$ cat src/rtl/led7seg_hc595_shifter_if.sv
// Frame handshake between the display-formatting logic (master) and the
// 74HC595 serialiser (slave).
interface led7seg_hc595_shifter_if #(
  parameter int FRAME_W = 16
);
  logic [FRAME_W-1:0] dat;
  logic               vld;
  logic               rdy;
  logic               done;

  modport master (output dat, vld, input rdy, done);
  modport slave  (input dat, vld, output rdy, done);
endinterface

$ cat src/rtl/led7seg_hc595_shifter.sv
// Serialises {segment byte, digit-select byte} frames into two chained 74HC595s.
// Optional build macro LED7SEG_ACTIVE_LOW_EN inverts the segment byte at capture.
module led7seg_hc595_shifter #(
  parameter int FRAME_W = 16,
  parameter int CLK_DIV = 4
) (
  input  logic                    clk,
  input  logic                    rst,
  led7seg_hc595_shifter_if.slave  bus,
  output logic                    sclk,
  output logic                    rclk,
  output logic                    dio
);
  localparam int DIV_W = $clog2(CLK_DIV + 1);
  localparam int BIT_W = $clog2(FRAME_W);

  typedef enum logic [1:0] {IDLE, SHIFT_LO, SHIFT_HI, LATCH} state_t;

  state_t             state_q, state_d;
  logic [FRAME_W-1:0] shreg_q, shreg_d;
  logic [BIT_W-1:0]   bit_cnt_q, bit_cnt_d;
  logic [DIV_W-1:0]   div_cnt_q, div_cnt_d;
  logic               sclk_q, sclk_d;
  logic               rclk_q, rclk_d;
  logic               done_q, done_d;
  logic [FRAME_W-1:0] cap_w;
  logic               div_last;

`ifdef LED7SEG_ACTIVE_LOW_EN
  // Common-anode modules: segments lit by a low level; digit select untouched.
  assign cap_w = {~bus.dat[FRAME_W-1 -: 8], bus.dat[FRAME_W-9:0]};
`else
  assign cap_w = bus.dat;
`endif

  assign div_last = (div_cnt_q == DIV_W'(CLK_DIV - 1));

  always_comb begin
    // NOTE: every variable gets a default first so no path leaves one unassigned (no latches).
    state_d   = state_q;
    shreg_d   = shreg_q;
    bit_cnt_d = bit_cnt_q;
    div_cnt_d = div_cnt_q;
    sclk_d    = sclk_q;
    rclk_d    = rclk_q;
    done_d    = 1'b0;

    unique case (state_q)
      IDLE: begin
        sclk_d = 1'b0;
        rclk_d = 1'b0;
        if (bus.vld) begin
          shreg_d   = cap_w;
          bit_cnt_d = '0;
          div_cnt_d = '0;
          state_d   = SHIFT_LO;
        end
      end
      SHIFT_LO: begin
        if (div_last) begin
          sclk_d    = 1'b1;
          div_cnt_d = '0;
          state_d   = SHIFT_HI;
        end else begin
          div_cnt_d = div_cnt_q + DIV_W'(1);
        end
      end
      SHIFT_HI: begin
        if (div_last) begin
          sclk_d    = 1'b0;
          div_cnt_d = '0;
          shreg_d   = shreg_q << 1;
          if (bit_cnt_q == BIT_W'(FRAME_W - 1)) begin
            rclk_d  = 1'b1;
            state_d = LATCH;
          end else begin
            bit_cnt_d = bit_cnt_q + BIT_W'(1);
            state_d   = SHIFT_LO;
          end
        end else begin
          div_cnt_d = div_cnt_q + DIV_W'(1);
        end
      end
      LATCH: begin
        sclk_d = 1'b0;
        if (div_last) begin
          rclk_d    = 1'b0;
          done_d    = 1'b1;
          div_cnt_d = '0;
          state_d   = IDLE;
        end else begin
          div_cnt_d = div_cnt_q + DIV_W'(1);
        end
      end
      default: state_d = IDLE;
    endcase
  end

  // NOTE: sequential state uses non-blocking assignments so all flops update together.
  always_ff @(posedge clk or posedge rst) begin
    if (rst) begin
      state_q   <= IDLE;
      shreg_q   <= '0;
      bit_cnt_q <= '0;
      div_cnt_q <= '0;
      sclk_q    <= 1'b0;
      rclk_q    <= 1'b0;
      done_q    <= 1'b0;
    end else begin
      state_q   <= state_d;
      shreg_q   <= shreg_d;
      bit_cnt_q <= bit_cnt_d;
      div_cnt_q <= div_cnt_d;
      sclk_q    <= sclk_d;
      rclk_q    <= rclk_d;
      done_q    <= done_d;
    end
  end

  // The shift register MSB is the serial data flop, so dio holds between frames.
  assign dio      = shreg_q[FRAME_W-1];
  assign sclk     = sclk_q;
  assign rclk     = rclk_q;
  assign bus.done = done_q;
  assign bus.rdy  = (state_q == IDLE);
endmodule

$ cat src/flat_wrapper.sv
// flat-port wrapper written by rule: the top's interface ports become plain ports
module led7seg_hc595_shifter_flat 
#(
  parameter int FRAME_W = 16,
  parameter int CLK_DIV = 4
)
  (clk, rst, sclk, rclk, dio, bus_dat, bus_vld, bus_rdy, bus_done);
  led7seg_hc595_shifter_if #(.FRAME_W(FRAME_W)) bus_i ();
  input  logic clk;
  input  logic rst;
  output logic sclk;
  output logic rclk;
  output logic dio;
  input wire logic [$bits(bus_i.dat)-1:0] bus_dat;
  input wire logic [$bits(bus_i.vld)-1:0] bus_vld;
  output wire logic [$bits(bus_i.rdy)-1:0] bus_rdy;
  output wire logic [$bits(bus_i.done)-1:0] bus_done;
  assign bus_i.dat = bus_dat;
  assign bus_i.vld = bus_vld;
  assign bus_rdy = bus_i.rdy;
  assign bus_done = bus_i.done;
  led7seg_hc595_shifter #(.FRAME_W(FRAME_W), .CLK_DIV(CLK_DIV)) u_core (.clk(clk), .rst(rst), .bus(bus_i), .sclk(sclk), .rclk(rclk), .dio(dio));
endmodule
$ cat config.mk
export PLATFORM = sky130hd
export DESIGN_NAME = led7seg_hc595_shifter_flat
export DESIGN_NICKNAME = d
export VERILOG_FILES = /design/src/rtl/led7seg_hc595_shifter_if.sv /design/src/rtl/led7seg_hc595_shifter.sv /design/src/flat_wrapper.sv
export SDC_FILE = /design/constraint.sdc
export NUM_CORES = 1
export LEC_CHECK = 0
export BUFFER_PORTS_ARGS = -buffer_cell sky130_fd_sc_hd__buf_2
export CAP_MARGIN = 30
export CELL_PAD_IN_SITES_DETAIL_PLACEMENT = 0
export CELL_PAD_IN_SITES_GLOBAL_PLACEMENT = 2
export CORE_AREA = 2 2 66 68
export CTS_CLUSTER_DIAMETER = 60
export DETAILED_ROUTE_END_ITERATION = 10
export DIE_AREA = 0 0 68 70
export GPL_TIMING_DRIVEN = 0
export PLACE_DENSITY = 0.83
export SETUP_SLACK_MARGIN = 0.1
export SLEW_MARGIN = 10
export SYNTH_ARGS = -nofsm -noshare
export SYNTH_HDL_FRONTEND = slang
export SYNTH_SLANG_ARGS = --single-unit
$ cat constraint.sdc
create_clock -name clk -period 2.3 [get_ports clk]
set_clock_uncertainty 0.1 [all_clocks]
set_input_delay 0.345 -clock clk [delete_from_list [all_inputs] [get_ports clk]]
set_output_delay 0.345 -clock clk [all_outputs]
set_load 0.01 [all_outputs]
==> results of run 1 <==
worst reg2reg max path: stages, from the launching register on:
cell	delay, ns
dfrtp_1	0.41
ha_1	0.26
and4bb_2	0.29
nor2_4	0.30
buf_6	0.22
mux2_4	0.31
cell usage in the layout, fill, tap and decap left out, types with 2 or more instances in the layout:
| cell type | Yosys | layout |
|---|---|---|
| dfrtp_1 | 28 | 28 |
| buf_4 | 2 | 2 |
| clkbuf_8 | 0 | 4 |
| nor2_1 | 3 | 3 |
| ha_1 | 2 | 2 |
| buf_2 | 1 | 24 |
| a22o_1 | 2 | 2 |
| buf_6 | 2 | 2 |
| o21a_1 | 2 | 2 |
| mux2_2 | 24 | 24 |
| nand2_1 | 4 | 4 |
| a2bb2oi_1 | 2 | 2 |
| nand3b_1 | 3 | 3 |
| inv_1 | 3 | 3 |
| a21oi_1 | 2 | 2 |
| mux2_4 | 6 | 6 |
| o21ai_0 | 4 | 4 |
| nor2b_1 | 3 | 3 |
report_power, final:
| part | total [uW] | internal [uW] | switching [uW] |
|---|---|---|---|
| sequential | 837 | 711 | 126 |
| combinational | 956 | 550 | 406 |
| clock | 300 | 153 | 147 |
area by class of cell:
type                       instances  area [sq um]
inverter                           3         11.26
timing repair buffer              24         130.1
buffer                             5         42.54
sequential                        28         700.7
multi-input combinational         73         676.9
fill                             414          2462
tap                               52         65.06
clock buffer                       4         55.05
metrics by stage:
stage,utilization (%),cell area (sq um)
finish,40.58,1682
floorplan,-,1431
global placement,38.89,1612
global route,40.58,1682
CTS,40.58,1682
detailed placement,39.25,1627
flip-flops by register name, indices dropped and copies added (netlist names):
signal and count:
u_core.bit_cnt_q 4, u_core.state_q 2, u_core.bus.done 1, u_core.rclk 1, u_core.div_cnt_q 3, u_core.sclk 1, u_core.shreg_q 16
cells by family after synthesis:
family          Yosys count  synth area share [%]
mux                      31                 25.96
flops                    28                 48.95
simple gates             22                 10.58
compound gates           18                 9.005
buf+inv                   8                 3.758
fa+ha+maj                 2                 1.748
final timing paths:
kind / start / to / slack, ns
min: rst / u_core.shreg_q[10] / 0.1
min reg2reg: u_core.div_cnt_q[0] / u_core.div_cnt_q[0] / 0.41
max: u_core.div_cnt_q[0] / u_core.shreg_q[3] / 0.31
min in group clk: bus_dat[0] / u_core.shreg_q[0] / 0.23
max reg2reg: u_core.div_cnt_q[0] / u_core.shreg_q[3] / 0.31
max in group asynchronous: rst / u_core.state_q[1] / 1.48
layer usage:
metal	track usage, %	part of all wire, %
met5	0	0
met4	3.333	0.43
met3	1.932	4.2
met2	19.42	49
met1	15.59	46
==> metrics.md, run 1 <==
| Metric | Value |
|---|---|
| DR iter-0 viols | `17` |
| Final Power | `approximately 2100 uW` |
| Worst slack, placed | `a little under 0.3 ns` |
| Leakage | `0.0007914 uW` |
| CP Max Fanout | `10` |
| CP cell instances | `ha_1 > and4bb_2 > nor2_4 > buf_6 > mux2_4` |
| Status | `finished, final reports clean` |
| Pins over their slew limit | `0` |
| Ys flop type | `dfrtp_1` |
| CTS Root Buffer Type | `clkbuf_8` |
| Post-CTS sizing | `0` |
| RD Place Congestion | `between 0.7 and 0.8` |
| Starting Density | `~35%` |
| Mean Syn Cell Area | `13.13 sq um` |
| Synthesized instance count | `109` |
| Unrepaired setup endpoints after global routing | `no` |
| FF-to-FF path depth | `5` |
| FP Rows | `24` |
| Critical path capture point type | `flip-flop` |
| Critical Path Stages | `5` |
| Yosys cell types | `33` |
| Sequential share of the synthesized area | `48.95%` |
| Placed cells | `around 190` |
| Nets | `roughly 160` |
| Fmax | `approximately 0.5 GHz` |
| DR vias | `about 940` |
| Synth top cells by count | `dfrtp_1, mux2_2, mux2_4` |
| Clock Pin Slew Worst Setup and Hold Paths | `0.09 ns` |
| Non-Filler Instances | `around 190` |
| Post-route DRC | `0` |
| Pwr/cell area | `roughly 1200 nW/um^2` |
| Max incr delay on CP | `a little over 0.4 ns` |
| ANT cells | `0` |
| Hold Fails Final Rpt | `0` |
| Number of vias per cell | `roughly 5.0` |
| CTS sink cnt | `28` |
| Largest net degree at the start of global routing | `19` |
| Maximum capacitance violations | `0` |
| CP Launch Type | `flip-flop` |
| Post-synthesis cell area | `around 1400 sq um` |
| CP bufs+invs | `1` |
| Hpwl dp | `approximately 1900 um` |
| VDD IR max | `0.0003376 V` |
| Synth-to-Final Area Change | `17.48%` |
| Vias in the first global route | `957` |
| Antenna violations before repair | `0` |
| H-Tree Depth | `1` |
| Die area | `4760 sq um` |
| CTS Buffer Depth | `2` |
| GRT Overall Usage | `between 10% and 20%` |
| Remaining antenna violation count | `0` |
| Worst skew pair latency | `~0.27 ns` |
| Synth area leader | `dfrtp_1` |
| Max-slew headroom | `between 40% and 50%` |
| Final period demand of the worst path | `around 2.0 ns` |
| Yosys top cell area share | `between 40% and 50%` |
| Setup Viol. Count Final | `0` |
| DR pass1 iterations | `2` |
| Total negative slack | `0 ns` |
| Core Box Area | `4144 sq um` |
| Final hold slack | `about 0.095 ns` |
| Die H | `70 um` |
| Worst EP required | `~2.4 ns` |
| Die Wd | `slightly below 70 um` |
| Most numerous cell in the Yosys netlist | `dfrtp_1` |
| Setup Buffers After CTS | `0` |
| Syn nets | `between 100 and 150` |
| Total wire length | `2553 um` |
| Post-CTS Hold Buffers | `0` |
| Final worst setup slack | `0.3051 ns` |
| Crit Path Category | `flip-flop to flip-flop` |
| Global-route wire length before repair | `4353 um` |
| Share of cells above drive strength 1 | `48.18%` |
| Seq cells post-synth | `28` |
| Ys Warns | `0` |
| Top cells by area, synth | `dfrtp_1, mux2_2, mux2_4, ha_1, buf_6` |
| GR Overflow Total | `0` |
| Synth async-reset ratio | `100.0%` |
| I/O pin count | `24` |
| Port Buffers | `23` |
| Wire per inst | `~14 um` |
| Fin crit share | `between 80% and 90%` |
| EDFF count, synth | `0` |
| Cts bufs inserted | `3` |
| CTS tree | `yes` |
| CP Data Arrival Time | `2.06 ns` |
| Crit-path slowest cell | `dfrtp_1` |
| Worst-Margin Slew | `roughly 0.75 ns` |
| Hold Path Class | `input port to asynchronous set/reset pin` |
| Critical path's top delay family | `simple AND/OR/NAND/NOR gates` |
Power figures use the tool's default switching activity.
==> run 2: changes to the inputs <==
BUFFER_PORTS_ARGS = -buffer_cell sky130_fd_sc_hd__clkbuf_2   (was -buffer_cell sky130_fd_sc_hd__buf_2)
==> metrics.md, run 2 (synthesized netlist as in run 1, its figures left out) <==
| Metric | Value |
|---|---|
| Die Wd | `68 um` |
| Setup Buffers After CTS | `0` |
| Antenna violations before repair | `0` |
| Clock Pin Slew Worst Setup and Hold Paths | `about 0.1 ns` |
| Max-slew headroom | `between 50 and 60%` |
| Fmax | `0.5006 GHz` |
| Total negative slack | `0 ns` |
| Final Power | `between 2000 and 2500 uW` |
| Final period demand of the worst path | `roughly 2.0 ns` |
| CP Data Arrival Time | `~2.1 ns` |
| DR vias | `940` |
| Worst R2R End | `u_core.shreg_q[2]` |
| Nets | `around 160` |
| I/O pin count | `24` |
| Leakage | `around 0.00080 uW` |
| Unrepaired setup endpoints after global routing | `no` |
| Most flops, register | `u_core.shreg_q` |
| Share of cells above drive strength 1 | `between 40% and 50%` |
| Largest net degree at the start of global routing | `19` |
| Fin crit share | `between 80 and 90%` |
| Die area | `4760 sq um` |
| Vias in the first global route | `980` |
| Status | `finished, final reports clean` |
| Pins over their slew limit | `0` |
| Commonest non-fill, non-tap cell in the layout | `dfrtp_1` |
| Max reg flops | `16` |
| H-Tree Depth | `1` |
| CTS sink cnt | `28` |
| Hold Path Class | `input port to asynchronous set/reset pin` |
| Worst-Margin Slew | `0.7385 ns` |
| Non-Filler Instances | `between 150 and 200` |
| Critical path capture point type | `flip-flop` |
| ANT cells | `0` |
| Pwr/cell area | `1286 nW/um^2` |
| Filler cells | `about 400` |
| Core Box Area | `between 4000 and 5000 sq um` |
| CP cell instances | `ha_1 > and4bb_2 > nor2_4 > buf_6 > mux2_4` |
| DR pass1 iterations | `4` |
| Remaining antenna violation count | `0` |
| Worst EP required | `around 2.4 ns` |
| RD Place Congestion | `0.7766` |
| Crit Path Category | `flip-flop to flip-flop` |
| Starting Density | `34.54%` |
| CP Launch Type | `flip-flop` |
| Post-CTS sizing | `0` |
| Crit-path slowest cell | `dfrtp_1` |
| CTS Buffer Depth | `2` |
| Hpwl dp | `1900 um` |
| FP Rows | `24` |
| Post-CTS Hold Buffers | `0` |
| VDD IR max | `approximately 0.00044 V` |
| Global-route wire length before repair | `between 4000 and 5000 um` |
| GRT Overall Usage | `between 10 and 15%` |
| CP Max Fanout | `10` |
| Internal reg-to-reg setup slack | `about 0.30 ns` |
| FF-to-FF path depth | `5` |
| Maximum capacitance violations | `0` |
| Port Buffers | `23` |
| CTS tree | `yes` |
| Cts bufs inserted | `3` |
| Worst skew pair latency | `between 0.2 and 0.3 ns` |
| Wire per inst | `around 14 um` |
| Die H | `about 70 um` |
| Placed cells | `~190` |
| Most frequent cells in the layout | `dfrtp_1, mux2_2, clkbuf_2` |
| GR Overflow Total | `0` |
| Post-route DRC | `0` |
| Total wire length | `approximately 2600 um` |
| Max incr delay on CP | `between 0.4 and 0.5 ns` |
| Hold Fails Final Rpt | `0` |
| Number of vias per cell | `4.974` |
| Setup Viol. Count Final | `0` |
| Synth-to-Final Area Change | `18.62%` |
| DR iter-0 viols | `8` |
| Biggest regs | `u_core.shreg_q (16), u_core.bit_cnt_q (4), u_core.div_cnt_q (3)` |
| CTS Root Buffer Type | `clkbuf_8` |
| Startpoint of the worst register-to-register path | `u_core.div_cnt_q[0]` |
[run 2: critical path, delay by kind of cell (launching register included)]
family	cells	cell delay, ns
buffers and inverters	1	0.22
and+or+nand+nor	2	0.58
DFF	1	0.41
adders and majority gates	1	0.26
muxes	1	0.31
[run 2: area by class of cell]
cell class | instances | area [sq um] | share of cell area [%]
sequential | 28 | 700.7 | 41.27
multi-input combinational | 73 | 676.9 | 39.87
timing repair buffer | 24 | 130.1 | 7.664
tap | 52 | 65.06 | 3.832
buffer | 5 | 42.54 | 2.506
clock buffer | 3 | 41.29 | 2.432
clock inverter | 1 | 30.03 | 1.769
inverter | 3 | 11.26 | 0.6632
[run 2: how the worst max path moves through the flow]
stage,from,depth (start not counted),endpoint,slack [ns]
floorplan,u_core.div_cnt_q[0],5,u_core.shreg_q[15],0.49
global placement,u_core.div_cnt_q[0],5,u_core.shreg_q[1],0.32
detailed placement,u_core.div_cnt_q[0],5,u_core.shreg_q[2],0.30
CTS,u_core.div_cnt_q[0],5,u_core.shreg_q[2],0.29
global route,u_core.div_cnt_q[0],5,u_core.shreg_q[2],0.18
finish,u_core.div_cnt_q[0],5,u_core.shreg_q[2],0.30
[run 2: where the power goes]
group / switching, uW / internal (uW)
Sequential: 120 / 711
Combinational: 415 / 551
Clock: 155 / 233
Total: 689 / 1490
[run 2: through the flow]
stage | worst slack, ns | hold WS, ns | utilization, % | cell area [sq um]
2_1_floorplan | 0.4936 | 0.3104 | - | 1431
3_3_place_gp | 0.3249 | 0.3791 | 38.89 | 1612
3_5_place_dp | 0.2981 | 0.3910 | 39.25 | 1627
4_1_cts | 0.2887 | 0.1016 | 40.97 | 1698
5_1_grt | 0.1757 | 0.1249 | 40.97 | 1698
6_report | 0.3025 | 0.06493 | 40.97 | 1698
[run 2: routing by layer]
layer | routed length [um] | share of wire, % | track usage, % | up-vias
met1 | 1136 | 43 | 16.23 | 463
met2 | 1328 | 51 | 20.50 | 23
met3 | 131 | 5.0 | 1.932 | 2
met4 | 18 | 0.69 | 4.667 | 0
li1 | - | - | - | 452
met5 | 0 | 0 | 0 | -
